--- src/rtl/fetch_pkg.sv ---
// rtl/fetch_pkg.sv - shared widths, opcodes and state encoding for the fetch sequencer
package fetch_pkg;

  localparam int W    = 10;
  localparam int OP_W = 4;

  localparam logic [3:0] OP_BEQ  = 4'hD;
  localparam logic [3:0] OP_JMP  = 4'hE;
  localparam logic [3:0] OP_HALT = 4'hF;

  typedef enum logic [1:0] {
    ST_RST   = 2'd0,
    ST_FETCH = 2'd1,
    ST_TGT   = 2'd2,
    ST_HALT  = 2'd3
  } fetch_state_e;

endpackage

--- src/rtl/fetch_sequencer_if.sv ---
// rtl/fetch_sequencer_if.sv - sequencer to fetch-unit PC control bus
interface fetch_sequencer_if #(
  parameter int W = 10
);

  logic         en;
  logic         ctrl;
  logic         cin;
  logic [W-1:0] la;
  logic [W-1:0] val1;
  logic [W-1:0] instr;
  logic         cout;

  modport master (
    output en, ctrl, cin, la, val1,
    input  instr, cout
  );

  modport slave (
    input  en, ctrl, cin, la, val1,
    output instr, cout
  );

endinterface

--- src/rtl/fetch_opdec.sv ---
// rtl/fetch_opdec.sv - combinational opcode classifier and branch offset sign-extender
module fetch_opdec #(
  parameter int W    = fetch_pkg::W,
  parameter int OP_W = fetch_pkg::OP_W
) (
  input  logic [W-1:0] instr,
  output logic         is_jmp,
  output logic         is_beq,
  output logic         is_halt,
  output logic [W-1:0] sext_off
);

  import fetch_pkg::*;

  logic [OP_W-1:0] opcode;

  // Opcode sits in the top bits; the 6-bit branch offset in the bottom bits.
  always_comb begin
    opcode   = instr[W-1 -: OP_W];
    is_jmp   = (opcode == OP_W'(OP_JMP));
    is_beq   = (opcode == OP_W'(OP_BEQ));
    is_halt  = (opcode == OP_W'(OP_HALT));
    sext_off = {{(W-6){instr[5]}}, instr[5:0]};
  end

endmodule

--- src/rtl/fetch_sequencer.sv ---
// rtl/fetch_sequencer.sv - fetch FSM steering the PC adder/mux and issuing instructions
module fetch_sequencer #(
  parameter int W    = fetch_pkg::W,
  parameter int OP_W = fetch_pkg::OP_W
) (
  input  logic                clk,
  input  logic                reset,
  fetch_sequencer_if.master   fu,
  input  logic                zflag,
  input  logic                stall,
  output logic [W-1:0]        ir,
  output logic                ir_valid,
  output logic                halted,
  output logic                wrap_err
);

  import fetch_pkg::*;

  localparam logic [1:0] S_RST   = ST_RST;
  localparam logic [1:0] S_FETCH = ST_FETCH;
  localparam logic [1:0] S_TGT   = ST_TGT;
  localparam logic [1:0] S_HALT  = ST_HALT;

  logic [1:0]   state_q,    state_d;
  logic [W-1:0] ir_q,       ir_d;
  logic         ir_valid_q, ir_valid_d;
  logic         halted_q,   halted_d;
  logic         wrap_err_q, wrap_err_d;

  logic         en_c;
  logic         ctrl_c;
  logic [W-1:0] la_c;
  logic [W-1:0] val1_c;

  logic         is_jmp;
  logic         is_beq;
  logic         is_halt;
  logic [W-1:0] sext_off;

  fetch_opdec #(
    .W    (W),
    .OP_W (OP_W)
  ) u_opdec (
    .instr    (fu.instr),
    .is_jmp   (is_jmp),
    .is_beq   (is_beq),
    .is_halt  (is_halt),
    .sext_off (sext_off)
  );

  // Next-state and PC-control decode; stall freezes everything and drops ir_valid.
  always_comb begin
    en_c       = 1'b0;
    ctrl_c     = 1'b0;
    la_c       = '0;
    val1_c     = W'(1);
    state_d    = state_q;
    ir_d       = ir_q;
    ir_valid_d = 1'b0;
    halted_d   = halted_q;
    wrap_err_d = wrap_err_q;

    case (state_q)
      S_RST: begin
        state_d = S_FETCH;
      end
      S_FETCH: begin
        if (!stall) begin
          ir_d       = fu.instr;
          ir_valid_d = 1'b1;
          if (is_halt) begin
            halted_d = 1'b1;
            state_d  = S_HALT;
          end else begin
            en_c = 1'b1;
            if (is_jmp) begin
              state_d = S_TGT;
            end else if (is_beq && zflag) begin
              val1_c = sext_off;
            end
          end
        end
      end
      S_TGT: begin
        // The word after a JMP is the absolute target, not an instruction.
        if (!stall) begin
          en_c    = 1'b1;
          ctrl_c  = 1'b1;
          la_c    = fu.instr;
          state_d = S_FETCH;
        end
      end
      S_HALT: begin
      end
      default: begin
        state_d = S_RST;
      end
    endcase

    if (en_c && !ctrl_c && fu.cout) begin
      wrap_err_d = 1'b1;
    end
  end

  // Drive the fetch-unit bus from the decoded controls.
  always_comb begin
    fu.en   = en_c;
    fu.ctrl = ctrl_c;
    fu.cin  = 1'b0;
    fu.la   = la_c;
    fu.val1 = val1_c;
  end

  // State registers with synchronous reset taking priority over stall.
  always_ff @(posedge clk) begin
    if (reset) begin
      state_q    <= S_RST;
      ir_q       <= '0;
      ir_valid_q <= 1'b0;
      halted_q   <= 1'b0;
      wrap_err_q <= 1'b0;
    end else begin
      state_q    <= state_d;
      ir_q       <= ir_d;
      ir_valid_q <= ir_valid_d;
      halted_q   <= halted_d;
      wrap_err_q <= wrap_err_d;
    end
  end

  assign ir       = ir_q;
  assign ir_valid = ir_valid_q;
  assign halted   = halted_q;
  assign wrap_err = wrap_err_q;

endmodule
--- src/flat_wrapper.sv ---
// flat-port wrapper written by rule: the top's interface ports become plain ports
module fetch_sequencer_flat import fetch_pkg::*;
#(
  parameter int W    = fetch_pkg::W,
  parameter int OP_W = fetch_pkg::OP_W
)
  (clk, reset, zflag, stall, ir, ir_valid, halted, wrap_err, fu_en, fu_ctrl, fu_cin, fu_la, fu_val1, fu_instr, fu_cout);
  fetch_sequencer_if #(.W(W)) fu_i ();
  input  logic clk;
  input  logic reset;
  input  logic zflag;
  input  logic stall;
  output logic [W-1:0] ir;
  output logic ir_valid;
  output logic halted;
  output logic wrap_err;
  output wire logic [$bits(fu_i.en)-1:0] fu_en;
  output wire logic [$bits(fu_i.ctrl)-1:0] fu_ctrl;
  output wire logic [$bits(fu_i.cin)-1:0] fu_cin;
  output wire logic [$bits(fu_i.la)-1:0] fu_la;
  output wire logic [$bits(fu_i.val1)-1:0] fu_val1;
  input wire logic [$bits(fu_i.instr)-1:0] fu_instr;
  input wire logic [$bits(fu_i.cout)-1:0] fu_cout;
  assign fu_en = fu_i.en;
  assign fu_ctrl = fu_i.ctrl;
  assign fu_cin = fu_i.cin;
  assign fu_la = fu_i.la;
  assign fu_val1 = fu_i.val1;
  assign fu_i.instr = fu_instr;
  assign fu_i.cout = fu_cout;
  fetch_sequencer #(.W(W), .OP_W(OP_W)) u_core (.clk(clk), .reset(reset), .fu(fu_i), .zflag(zflag), .stall(stall), .ir(ir), .ir_valid(ir_valid), .halted(halted), .wrap_err(wrap_err));
endmodule
--- config.mk ---
export PLATFORM = sky130hd
export DESIGN_NAME = fetch_sequencer_flat
export DESIGN_NICKNAME = d
export VERILOG_FILES = /design/src/rtl/fetch_pkg.sv /design/src/rtl/fetch_sequencer_if.sv /design/src/rtl/fetch_opdec.sv /design/src/rtl/fetch_sequencer.sv /design/src/flat_wrapper.sv
export SDC_FILE = /design/constraint.sdc
export NUM_CORES = 1
export LEC_CHECK = 0
export ABC_AREA = 1
export CAP_MARGIN = 20
export CORE_ASPECT_RATIO = 0.75
export CORE_MARGIN = 2
export CORE_UTILIZATION = 36
export DETAILED_ROUTE_END_ITERATION = 8
export PLACE_DENSITY = 0.79
export SLEW_MARGIN = 20
export SYNTH_ARGS = -nofsm -noshare
export SYNTH_HDL_FRONTEND = slang
export SYNTH_SLANG_ARGS = --single-unit
--- constraint.sdc ---
create_clock -name clk -period 1.63 [get_ports clk]
set_input_delay 0.163 -clock clk [delete_from_list [all_inputs] [get_ports clk]]
set_output_delay 0.163 -clock clk [all_outputs]
set_load 0.05 [all_outputs]
## Word-level counts from Yosys, hierarchy flattened

Index checks and enable logic that the tools add are counted.

- Register bits after elaboration: 15
- Bits of input ports: 15
- Output and inout port bits: 36
- Word-level logic and storage cells: 42

- Equality and inequality tests: 8
- Mux-type cells: 17
- Bitwise gates (word level): 2
- Reduce and logical (&&, ||, !) cells: 10

Operators with widths:

| cell | count |
|---|---|
| $mux 10 | 7 |
| $eq 4x4->1 const B | 3 |
| $mux 2 | 4 |
| $pmux 2 s3 | 1 |
| $mux 1 | 4 |
| $ne 2x2->1 const B | 2 |
| $reduce_and 4->1 | 1 |
| $logic_and 1x1->1 | 3 |
| $ne 3x1->1 const B | 1 |
| $reduce_and 3->1 | 1 |
| $reduce_bool 3->1 | 1 |
| $eq 2x1->1 const B | 1 |
| $eq 2x2->1 const B | 1 |
| $logic_not 2->1 | 1 |
| $not 1->1 | 2 |
| $pmux 1 s2 | 1 |
| $reduce_and 2->1 | 1 |
| $reduce_or 2->1 | 1 |
| $logic_not 1->1 | 1 |

## Longest topological paths before layout

Gate-level depths: netlist of the first run.

- Word-level depth: 7
- Mapped depth: 8
- Gate-level depth less buffers: 7

## Hierarchy

A second synthesis of the first run with hierarchy kept.

- Cell total of the unflattened synthesis: 139
- Area, all modules: 960.9 µm²

Modules (own cells, without submodules):

| module | instances | cells an instance | area each (µm²) | seq. area each (µm²) |
|---|---|---|---|---|
| fetch_sequencer | 1 | 120 | 852.1 | 300.3 |
| fetch_opdec | 1 | 19 | 108.9 | 0.0 |

## Worst setup path before layout of the first run

Ideal clock, no wire load.

- Kind: reg2out
- Start point: register u_core.state_q[1]
- End point: output port fu_val1[6]
- Arrival time: 2,069 ps
- Path slack: -602 ps
- Stages on the path, launching flop included: 9
- Path buffers: 2
- Cells stage by stage: dfxtp_1 -> inv_1 -> ha_1 -> nand2_4 -> clkinv_2 -> buf_6 -> nand2_2 -> nor2_1 -> buf_4

- Longest elaborated chain between the ends: 2

RTL lines:

| what | RTL line | RTL |
|---|---|---|
| start, declared | fetch_sequencer.sv:24 | `logic [1:0] state_q, state_d;` |
| start signal, assigned | fetch_sequencer.sv:123 | `state_q <= state_d;` |
| $eq 2x1->1 | fetch_sequencer.sv:63 | `case (state_q)` |
| $mux 10 | fetch_sequencer.sv:63 |  |
| end, declared | flat_wrapper.sv:21 | `output wire logic [$bits(fu_i.val1)-1:0] fu_val1;` |

Every way passes these cells.

## Final worst setup path of the first run

- Start point: register u_core.state_q[1]
- End point: output port fu_en

- Longest elaborated chain between the ends: 2

RTL lines:

| what | RTL line | RTL |
|---|---|---|
| $eq 2x2->1 or $eq 2x1->1 (tied branches) | fetch_sequencer.sv:63 |  |
| $pmux 1 s2 (*) | fetch_sequencer.sv:63 |  |
| end, declared | flat_wrapper.sv:17 | `output wire logic [$bits(fu_i.en)-1:0] fu_en;` |

Mark *: on every way between the ends. The rest lies on a longest branch, timed or not.

==> results of run 1 <==
through the flow:
| stage | setup slack, ns | hold slack [ns] | instances | TNS (ns) |
|---|---|---|---|---|
| final | -0.05319 | 0.4834 | 198 | -0.2451 |
| after CTS | -0.02015 | 0.4737 | 197 | -0.1251 |
| after floorplan | -0.04880 | 0.3113 | 115 | -0.04880 |
| after detailed placement | 0.01293 | 0.4603 | 187 | 0 |
| after global routing | -0.1298 | 0.5066 | 198 | -1.530 |
| after global placement | 0.03430 | 0.4373 | 187 | 0 |
Yosys cell counts (all sizes together):
library cell | number | area share, %
ha | 3 | 4.6
nor2 | 25 | 12
nand4 | 2 | 1.5
clkinv | 1 | 0.62
inv | 20 | 9.3
buf | 8 | 7.3
nor3 | 1 | 1.2
o21ai | 7 | 4.3
dfxtp | 15 | 37
conb | 1 | 0.46
nand3 | 3 | 1.9
nand2 | 18 | 11
a21oi | 11 | 9.1
path summary, 6_finish.rpt:
| kind | from | to | slack (ns) | depth (start not counted) |
|---|---|---|---|---|
| max reg2reg | u_core.state_q[1] | u_core.ir[6] | 0.22 | 8 |
| max | u_core.state_q[1] | fu_en | -0.05 | 7 |
| min | u_core.wrap_err | u_core.wrap_err | 0.48 | 2 |
| min reg2reg | u_core.wrap_err | u_core.wrap_err | 0.48 | 2 |
cell families after synthesis:
logic type      after synthesis  synth area share [%]
simple gates                 49                 27.09
buf+inv                      29                 17.18
compound gates               18                 13.47
flops                        15                 37.15
fa+ha+maj                     3                 4.644
other cells                   1                0.4640
layer usage:
layer	GRT usage (%)	share of wire (%)	vias up
met4	6.364	1.7	0
met3	7.163	7.3	8
met2	41.12	54	47
met5	0	0	-
met1	26.98	37	472
li1	-	-	466
worst reg2reg max path: cells and delay by family (launching register included):
family,cells,cell delay [ns]
flops,1,0.38
compound gates,2,0.23
buf+inv,4,0.41
fa+ha+maj,1,0.18
simple gates,1,0.10
sequential cells by signal (all words and copies together) (netlist names):
signal and cells:
u_core.ir 10, u_core.wrap_err 1, u_core.state_q 2, u_core.halted 1, u_core.ir_valid 1
cells in the final DEF, fill, tap and decap left out:
| master | instances |
|---|---|
| buf_4 | 17 |
| dfxtp_1 | 13 |
| buf_6 | 4 |
| ha_4 | 1 |
| a21oi_1 | 6 |
| buf_8 | 1 |
| a21oi_2 | 5 |
| nor2_4 | 15 |
| inv_1 | 17 |
| clkinv_8 | 1 |
| nand4_1 | 2 |
| clkbuf_4 | 3 |
| nand3_1 | 3 |
| ha_2 | 1 |
| o21ai_0 | 6 |
| dlymetal6s2s_1 | 3 |
| nor2_1 | 7 |
| nand2_8 | 2 |
| clkbuf_1 | 1 |
| buf_12 | 22 |
| conb_1 | 1 |
| inv_2 | 3 |
| nand2_4 | 2 |
| ha_1 | 1 |
| o21ai_1 | 1 |
| nor3_2 | 1 |
| dfxtp_4 | 2 |
| nand2_2 | 4 |
| clkdlybuf4s50_1 | 16 |
| nand2_1 | 10 |
| nor2_2 | 3 |
power by group:
part	internal (mW)	switching (mW)
combinational	0.361	0.579
sequential	0.436	0.0448
clock	0.0951	0.118
total	0.892	0.742
area by class of cell:
class	count	area [µm²]	share of cell area, %
clock buffers	4	26.28	1.441
flip-flops and latches	15	307.8	16.88
repair buffers	63	825.8	45.30
multi-input cells	71	541.8	29.72
inverters	21	91.34	5.010
well taps	24	30.03	1.647
repair_timing:
action                     CTS  global route
setup endpoints to repair   21            23
pin swaps                    3             4
buffers inserted             7             1
gates resized for setup     28            23
==> impl_metrics.yaml, run 1 <==
worst_setup_path:
  cp_max_fo: 5
  slowest_stage: "dfxtp_4"
  critPathKind: "reg2out"
  cp_cell_sequence: "inv_2 -> ha_4 -> nand2_8 -> nor2_1 -> nor2_2 -> nor2_4 -> buf_6"
  critPathBufInv: 2
  end_kind: "output pin"
  critical-path-max-stage-delay_ns: 0.37
  worstPathRequired_ns: 1.47
  start_kind: "flip-flop"
  critical-path-top-delay-family: "simple AND/OR/NAND/NOR gates"
  crit_arrival_ns: 1.52
placement:
  port_buffers: 49
  place_area_um2: 1560
  gp_congestion: 0.7772
  hpwl_mm: 2.057
sta:
  fin_crit_sh_pct: 103.3
  rsz0062_at_grt: "true"
  drv_slew: 0
  skew_ns: 0.0009313
  setup_violations: 12
  setup_slack_ns: -0.05319
  fmax_mhz: 594.1
  min_period_ns: 1.683
  hold_violations: 0
  max_slew_margin_pct: 66.21
  worstMarginPinSlew_ns: 0.5061
clock_tree:
  cts_tree: "built"
  clockBufferDepth: 2
  cts-root-buf: "clkbuf_4"
  cts_buffers: 3
  clkLatencyLatePin_ns: 0.28
  postCtsHoldBufs: 0
  cts.reportedPaths.clkPinSlew_ns: 0.09
  htreeDepth: 1
  clock-sinks: 15
logic_synthesis:
  synth_area_um2: 808.3
  synth_nets: 133
  synth_cells: 115
  ys_ff_latch: 15
  synth_area_per_cell_um2: 7.028
  ys_types: 20
  yosysWarnings: 0
  synth-seq-area-share_pct: 37.15
routing:
  ant_nets: 0
  vias: 993
  drc: 3
  first_iter_violations: 28
  vias_per_cell: 5.015
  first_pass_iters: 6
  routedWlPerCell_um: 15.74
  drt_wl_total_mm: 3.117
cells_and_area:
  drive_gt1_share_pct: 50.00
  diodes: 0
  design_area_um2: 1823
  final_nets: 193
  fillCellCount: 105
  final_util_pct: 88.20
  areaGrowthSynthToFinish_pct: 125.5
power_and_ir_drop:
  peakVddDrop_uv: 643.4
  p_leak_nw: 0.8215
  p_total_mw: 1.634
  p_per_area_nw_per_um2: 896.5
floorplanning:
  core-area_um2: 2067
  die_x_um: 58.72
  initial_core_util_pct: 39.10
  ioPinCount: 51
  die_height_um: 45.04
  rows: 14
  die_area_um2: 2644
run_status:
  violations: "design-rule violations, negative setup slack"
  status: "finished with violations"
run:
  maxCapViolations: 0
global_routing:
  grt_antenna_before_repair: 0
  gr-total-overflow: 0
  grt_pass1_vias: 1023
  grt_first_pass_wirelength_mm: 4.560
  grt_max_degree: 9
  grt_use_total_pct: 23.01
min_path:
  hold_path.class: "reg2reg"
(Power assumes the default switching activity.)
==> run 2: changes to the inputs <==
--- a/config.mk
+++ b/config.mk
@@ -11,7 +11,7 @@
 export CORE_MARGIN = 2
 export CORE_UTILIZATION = 36
 export DETAILED_ROUTE_END_ITERATION = 8
-export PLACE_DENSITY = 0.79
+export PLACE_DENSITY_LB_ADDON = 0.05
 export SLEW_MARGIN = 20
 export SYNTH_ARGS = -nofsm -noshare
 export SYNTH_HDL_FRONTEND = slang
==> run 2 against run 1 <==
Net effect:
- the run ends with design-rule violations left
- combinational power is 6.9% lower
- clock power barely moved
- largest cell class unchanged
- sequential power is essentially flat
- register-to-register slack improved by 0.08 ns
- wire length down 11%
- via count is 5.5% lower
- first-iteration DRC count up 3.6%
- flip-flop and latch count unchanged
==> impl_metrics.yaml, run 2 (synthesis results as in run 1) <==
placement:
  hpwl_mm: 2.039
  place_area_um2: 1548
  gp_congestion: 0.7394
  place_inst: 188
  port_buffers: 49
worst_setup_path:
  critical-path-top-delay-family: "buffers and inverters"
  critPathKind: "reg2out"
  critPathBufInv: 4
  critical-path-max-stage-delay_ns: 0.35
  start_kind: "flip-flop"
  worstPathRequired_ns: 1.47
  slowest_stage: "dfxtp_2"
  cp_cell_sequence: "inv_2 -> ha_4 -> nand2_4 -> inv_8 -> nand2_4 -> nor2_4 -> buf_12 -> buf_12"
  cp_max_fo: 8
  crit_arrival_ns: 1.46
  end_kind: "output pin"
cells_and_area:
  design_area_um2: 1747
  final_nets: 192
  layout_common_cells: "buf_4, buf_12, inv_1, clkdlybuf4s50_1, nor2_4"
  multi_input_area_um2: 509.2
  regArea_um2: 305.3
  fillCellCount: 123
  diodes: 0
  largest_reg_flops: 10
  areaGrowthSynthToFinish_pct: 116.1
  fin_cells: 197
  drive_gt1_share_pct: 51.45
routing:
  met2_length_mm: 1.458
  vias: 938
  route.met3.wl_um: 201
  top_layer_used: "met4"
  ant_nets: 0
  first_pass_iters: 6
  met1_length_mm: 1.081
  vias_per_cell: 4.761
  routedWlPerCell_um: 14.05
  drc: 4
  drt_wl_total_mm: 2.768
  first_iter_violations: 29
global_routing:
  grt_antenna_before_repair: 0
  gr-total-overflow: 0
  grt_use_total_pct: 21.99
  grt_pass1_vias: 936
  grt_first_pass_wirelength_mm: 4.215
  grt_max_degree: 9
clock_tree:
  cts_tree: "built"
  clock-sinks: 15
  cts_buffers: 3
  cts.reportedPaths.clkPinSlew_ns: 0.09
  htreeDepth: 1
  cts-root-buf: "clkbuf_4"
  clkLatencyLatePin_ns: 0.28
  postCtsHoldBufs: 0
  clockBufferDepth: 2
floorplanning:
  die_x_um: 58.72
  core-area_um2: 2067
  ioPinCount: 51
  die_height_um: 45.04
  initial_core_util_pct: 39.10
  die_area_um2: 2644
  rows: 14
sta:
  fin_crit_sh_pct: 99.86
  setup_violations: 0
  hold_violations: 0
  fmax_mhz: 614.4
  fin_hold_ws_ns: 0.4756
  min_period_ns: 1.628
  finalSetupTns_ns: 0
  rsz0062_at_grt: "true"
  drv_slew: 0
  skew_ns: 0.004948
power_and_ir_drop:
  p_leak_nw: 0.7829
  peakVddDrop_uv: 740.4
  p_per_area_nw_per_um2: 899.6
min_path:
  hold_path.class: "reg2reg"
run:
  maxCapViolations: 0
run_status:
  violations: "design-rule violations"
  status: "finished with violations"
run 2: cell count changes in the layout (fill, tap and decap cells not counted), moves of 2 or more:
cell            delta
nor2_2             +2
nand2_8            -2
buf_4              +4
nand2_2            +2
dlymetal6s2s_1     -2
run 2: stage by stage:
stage / worst slack, ns / total power, mW / util (%)
2_1_floorplan: -0.04880 / 0.9786 / -
3_3_place_gp: 0.01271 / 1.220 / 74.88
3_5_place_dp: -0.005780 / 1.243 / 74.88
4_1_cts: -0.03000 / 1.502 / 78.87
5_1_grt: -0.05800 / 1.657 / 84.50
6_report: 0.002265 / 1.571 / 84.50
run 2: area by class of cell:
type                            instances  area share, %
Timing Repair Buffer                   62          45.20
Multi-Input combinational cell         71          29.15
Tap cell                               24          1.719
Clock buffer                            4          1.504
Sequential cell                        15          17.48
Inverter                               21          4.943
run 2: repair_timing:
item	in CTS	in global routing
pin swaps	2	5
endpoints found under the setup margin	21	20
setup buffers	2	3
gates resized for setup	17	24
hold endpoints to repair	0	0
run 2: worst paths after layout:
check | from | end | slack [ns] | cells after the start
worst max-delay path | u_core.state_q[1] | fu_val1[8] | 0.002 | 8
worst max register to register | u_core.state_q[1] | u_core.state_q[0] | 0.30 | 8
worst min-delay path | u_core.wrap_err | u_core.wrap_err | 0.48 | 2
worst min register to register | u_core.wrap_err | u_core.wrap_err | 0.48 | 2
run 2: power breakdown:
part           internal (mW)  total, mW  switching [mW]
Sequential             0.436      0.483          0.0471
Combinational          0.331      0.875           0.544
Clock                 0.0949      0.214           0.119
run 2: layer usage:
layer / track usage [%] / vias to the layer above
li1: - / 461
met3: 8.023 / 4
met1: 26.02 / 433
met2: 38.43 / 40
met4: 5.455 / 0
met5: 0 / -
run 2: worst min-delay path, delay by kind of cell, from the launching register on:
kind | cells | cell delay, ns
AOI/OAI and AO/OA | 1 | 0.06
buffers and inverters | 1 | 0.05
DFF | 1 | 0.32
==> run 3: changes to the inputs <==
--- a/config.mk
+++ b/config.mk
@@ -6,8 +6,7 @@
 export NUM_CORES = 1
 export LEC_CHECK = 0
 export ABC_AREA = 1
-export CAP_MARGIN = 20
-export CORE_ASPECT_RATIO = 0.75
+export CAP_MARGIN = 30
 export CORE_MARGIN = 2
 export CORE_UTILIZATION = 36
 export DETAILED_ROUTE_END_ITERATION = 8
==> run 3 against run 2 <==
Net effect:
- the flow now finishes without violations
- worst hold slack got worse by 0.021 ns
- via count decreased by 1.3%
- count of clock-buffer cells in the layout decreased by 1
- cell area increased by 1.8%
- non-clock buffer count unchanged
- clock power increased by 4%
- critical path type unchanged
==> impl_metrics.yaml, run 3 (synthesis results as in run 1) <==
run_status:
  status: "finished, final reports clean"
routing:
  first_iter_violations: 3
  drt_wl_total_mm: 2.694
  vias: 926
  first_pass_iters: 5
  drc: 0
  vias_per_cell: 4.607
  routedWlPerCell_um: 13.40
  ant_nets: 0
placement:
  port_buffers: 49
  gp_congestion: 0.7590
  hpwl_mm: 1.874
sta:
  worstMarginPinSlew_ns: 0.5058
  min_period_ns: 1.614
  setup_violations: 0
  skew_ns: 0.005690
  drv_slew: 0
  fmax_mhz: 619.7
  hold_violations: 0
  fin_crit_sh_pct: 99.00
  max_slew_margin_pct: 66.23
  rsz0062_at_grt: "true"
floorplanning:
  ioPinCount: 51
  die_height_um: 51.39
  rows: 17
  core-area_um2: 2170
  die_x_um: 51.39
  die_area_um2: 2640
  initial_core_util_pct: 37.25
worst_setup_path:
  critPathBufInv: 3
  critical-path-max-stage-delay_ns: 0.38
  critPathKind: "reg2out"
  end_kind: "output pin"
  crit_top_cell: "buf_12"
  cp_cell_sequence: "inv_2 -> ha_2 -> nand2_4 -> buf_12 -> nor2_4 -> buf_12"
  r2r_cells: 8
  reg2reg_slack_ns: 0.26
  slowest_stage: "dfxtp_4"
  cp_max_fo: 7
  crit_arrival_ns: 1.45
  crit_cells: 6
  start_kind: "flip-flop"
  worstPathRequired_ns: 1.47
  critical-path-top-delay-family: "flip-flops"
global_routing:
  grt_use_total_pct: 21.42
  grt_pass1_vias: 912
  gr-total-overflow: 0
  grt_first_pass_wirelength_mm: 4.153
  grt_max_degree: 10
  grt_antenna_before_repair: 0
min_path:
  hold_path.class: "reg2reg"
  hold_depth: 2
power_and_ir_drop:
  peakVddDrop_uv: 1148
  p_leak_nw: 0.7886
  p_per_area_nw_per_um2: 902.0
  p_total_mw: 1.604
clock_tree:
  cts_tree: "built"
  postCtsHoldBufs: 0
  clkLatencyLatePin_ns: 0.29
  cts.reportedPaths.clkPinSlew_ns: 0.10
  cts-root-buf: "clkbuf_4"
  clockBufferDepth: 2
  clock-sinks: 15
  htreeDepth: 1
  cts_buffers: 3
cells_and_area:
  largest_reg_flops: 10
  areaGrowthSynthToFinish_pct: 120.0
  layout_common_cells: "buf_4, buf_12, inv_1, nor2_4, clkdlybuf4s50_1"
  diodes: 0
  final_util_pct: 81.95
  drive_gt1_share_pct: 52.60
  final_nets: 192
run:
  maxCapViolations: 0
[run 3: changes by cell type in the layout (fill, tap and decap cells not counted), sizes merged]
| cell | change |
|---|---|
| clkbuf | -1 |
| inv | -1 |
| clkinv | +2 |
[run 3: power breakdown]
group	switching [mW]	internal, mW
clock network	0.132	0.0912
logic	0.554	0.348
registers	0.0430	0.436
total	0.729	0.875
[run 3: what timing repair did]
action | 4_1_cts | 5_1_grt
gates resized for setup | 14 | 32
endpoints found under the setup margin | 20 | 20
pin swaps | 4 | 2
setup buffers | 5 | 2
[run 3: tightest hold or removal path: cells and delay by family (launching register included)]
| family | cells | cell delay, ns |
|---|---|---|
| flops | 1 | 0.32 |
| compound gates | 1 | 0.05 |
| buf+inv | 1 | 0.05 |
[run 3: path summary, 6_finish.rpt]
kind / from / to
setup reg to reg: u_core.state_q[1] / u_core.ir[6]
setup / recovery: u_core.state_q[0] / fu_la[0]
hold reg to reg: u_core.wrap_err / u_core.wrap_err
hold / removal: u_core.wrap_err / u_core.wrap_err
[run 3: metal layers]
metal	wire length [µm]	up-vias	track usage, %	share of wire, %
li1	-	464	-	-
met1	1111	421	28.60	41
met2	1380	35	33.97	51
met3	157	6	3.509	5.8
met4	45	0	9.211	1.7
met5	0	-	0	0
[run 3: area by class of cell]
class / count / area (µm²)
inverter: 21 / 91.34
clock inverter: 1 / 5.005
timing repair buffer: 62 / 790.8
fill: 139 / 391.6
clock buffer: 3 / 22.52
tap: 28 / 35.03
multi-input combinational: 71 / 528.0
sequential: 15 / 305.3
[run 3: per-stage QoR]
| step | setup TNS (ns) | worst slack (ns) | cells | hold slack (ns) | instance area [µm²] |
|---|---|---|---|---|---|
| 2_1_floorplan | -0.04880 | -0.04880 | 115 | 0.3113 | 857.1 |
| 3_3_place_gp | 0 | 0.02940 | 191 | 0.4392 | 1545 |
| 3_5_place_dp | -0.0005864 | -0.0005864 | 191 | 0.4434 | 1545 |
| 4_1_cts | -0.3167 | -0.05553 | 199 | 0.4577 | 1638 |
| 5_1_grt | -0.3116 | -0.04438 | 201 | 0.4738 | 1778 |
| 6_report | 0 | 0.01627 | 201 | 0.4549 | 1778 |
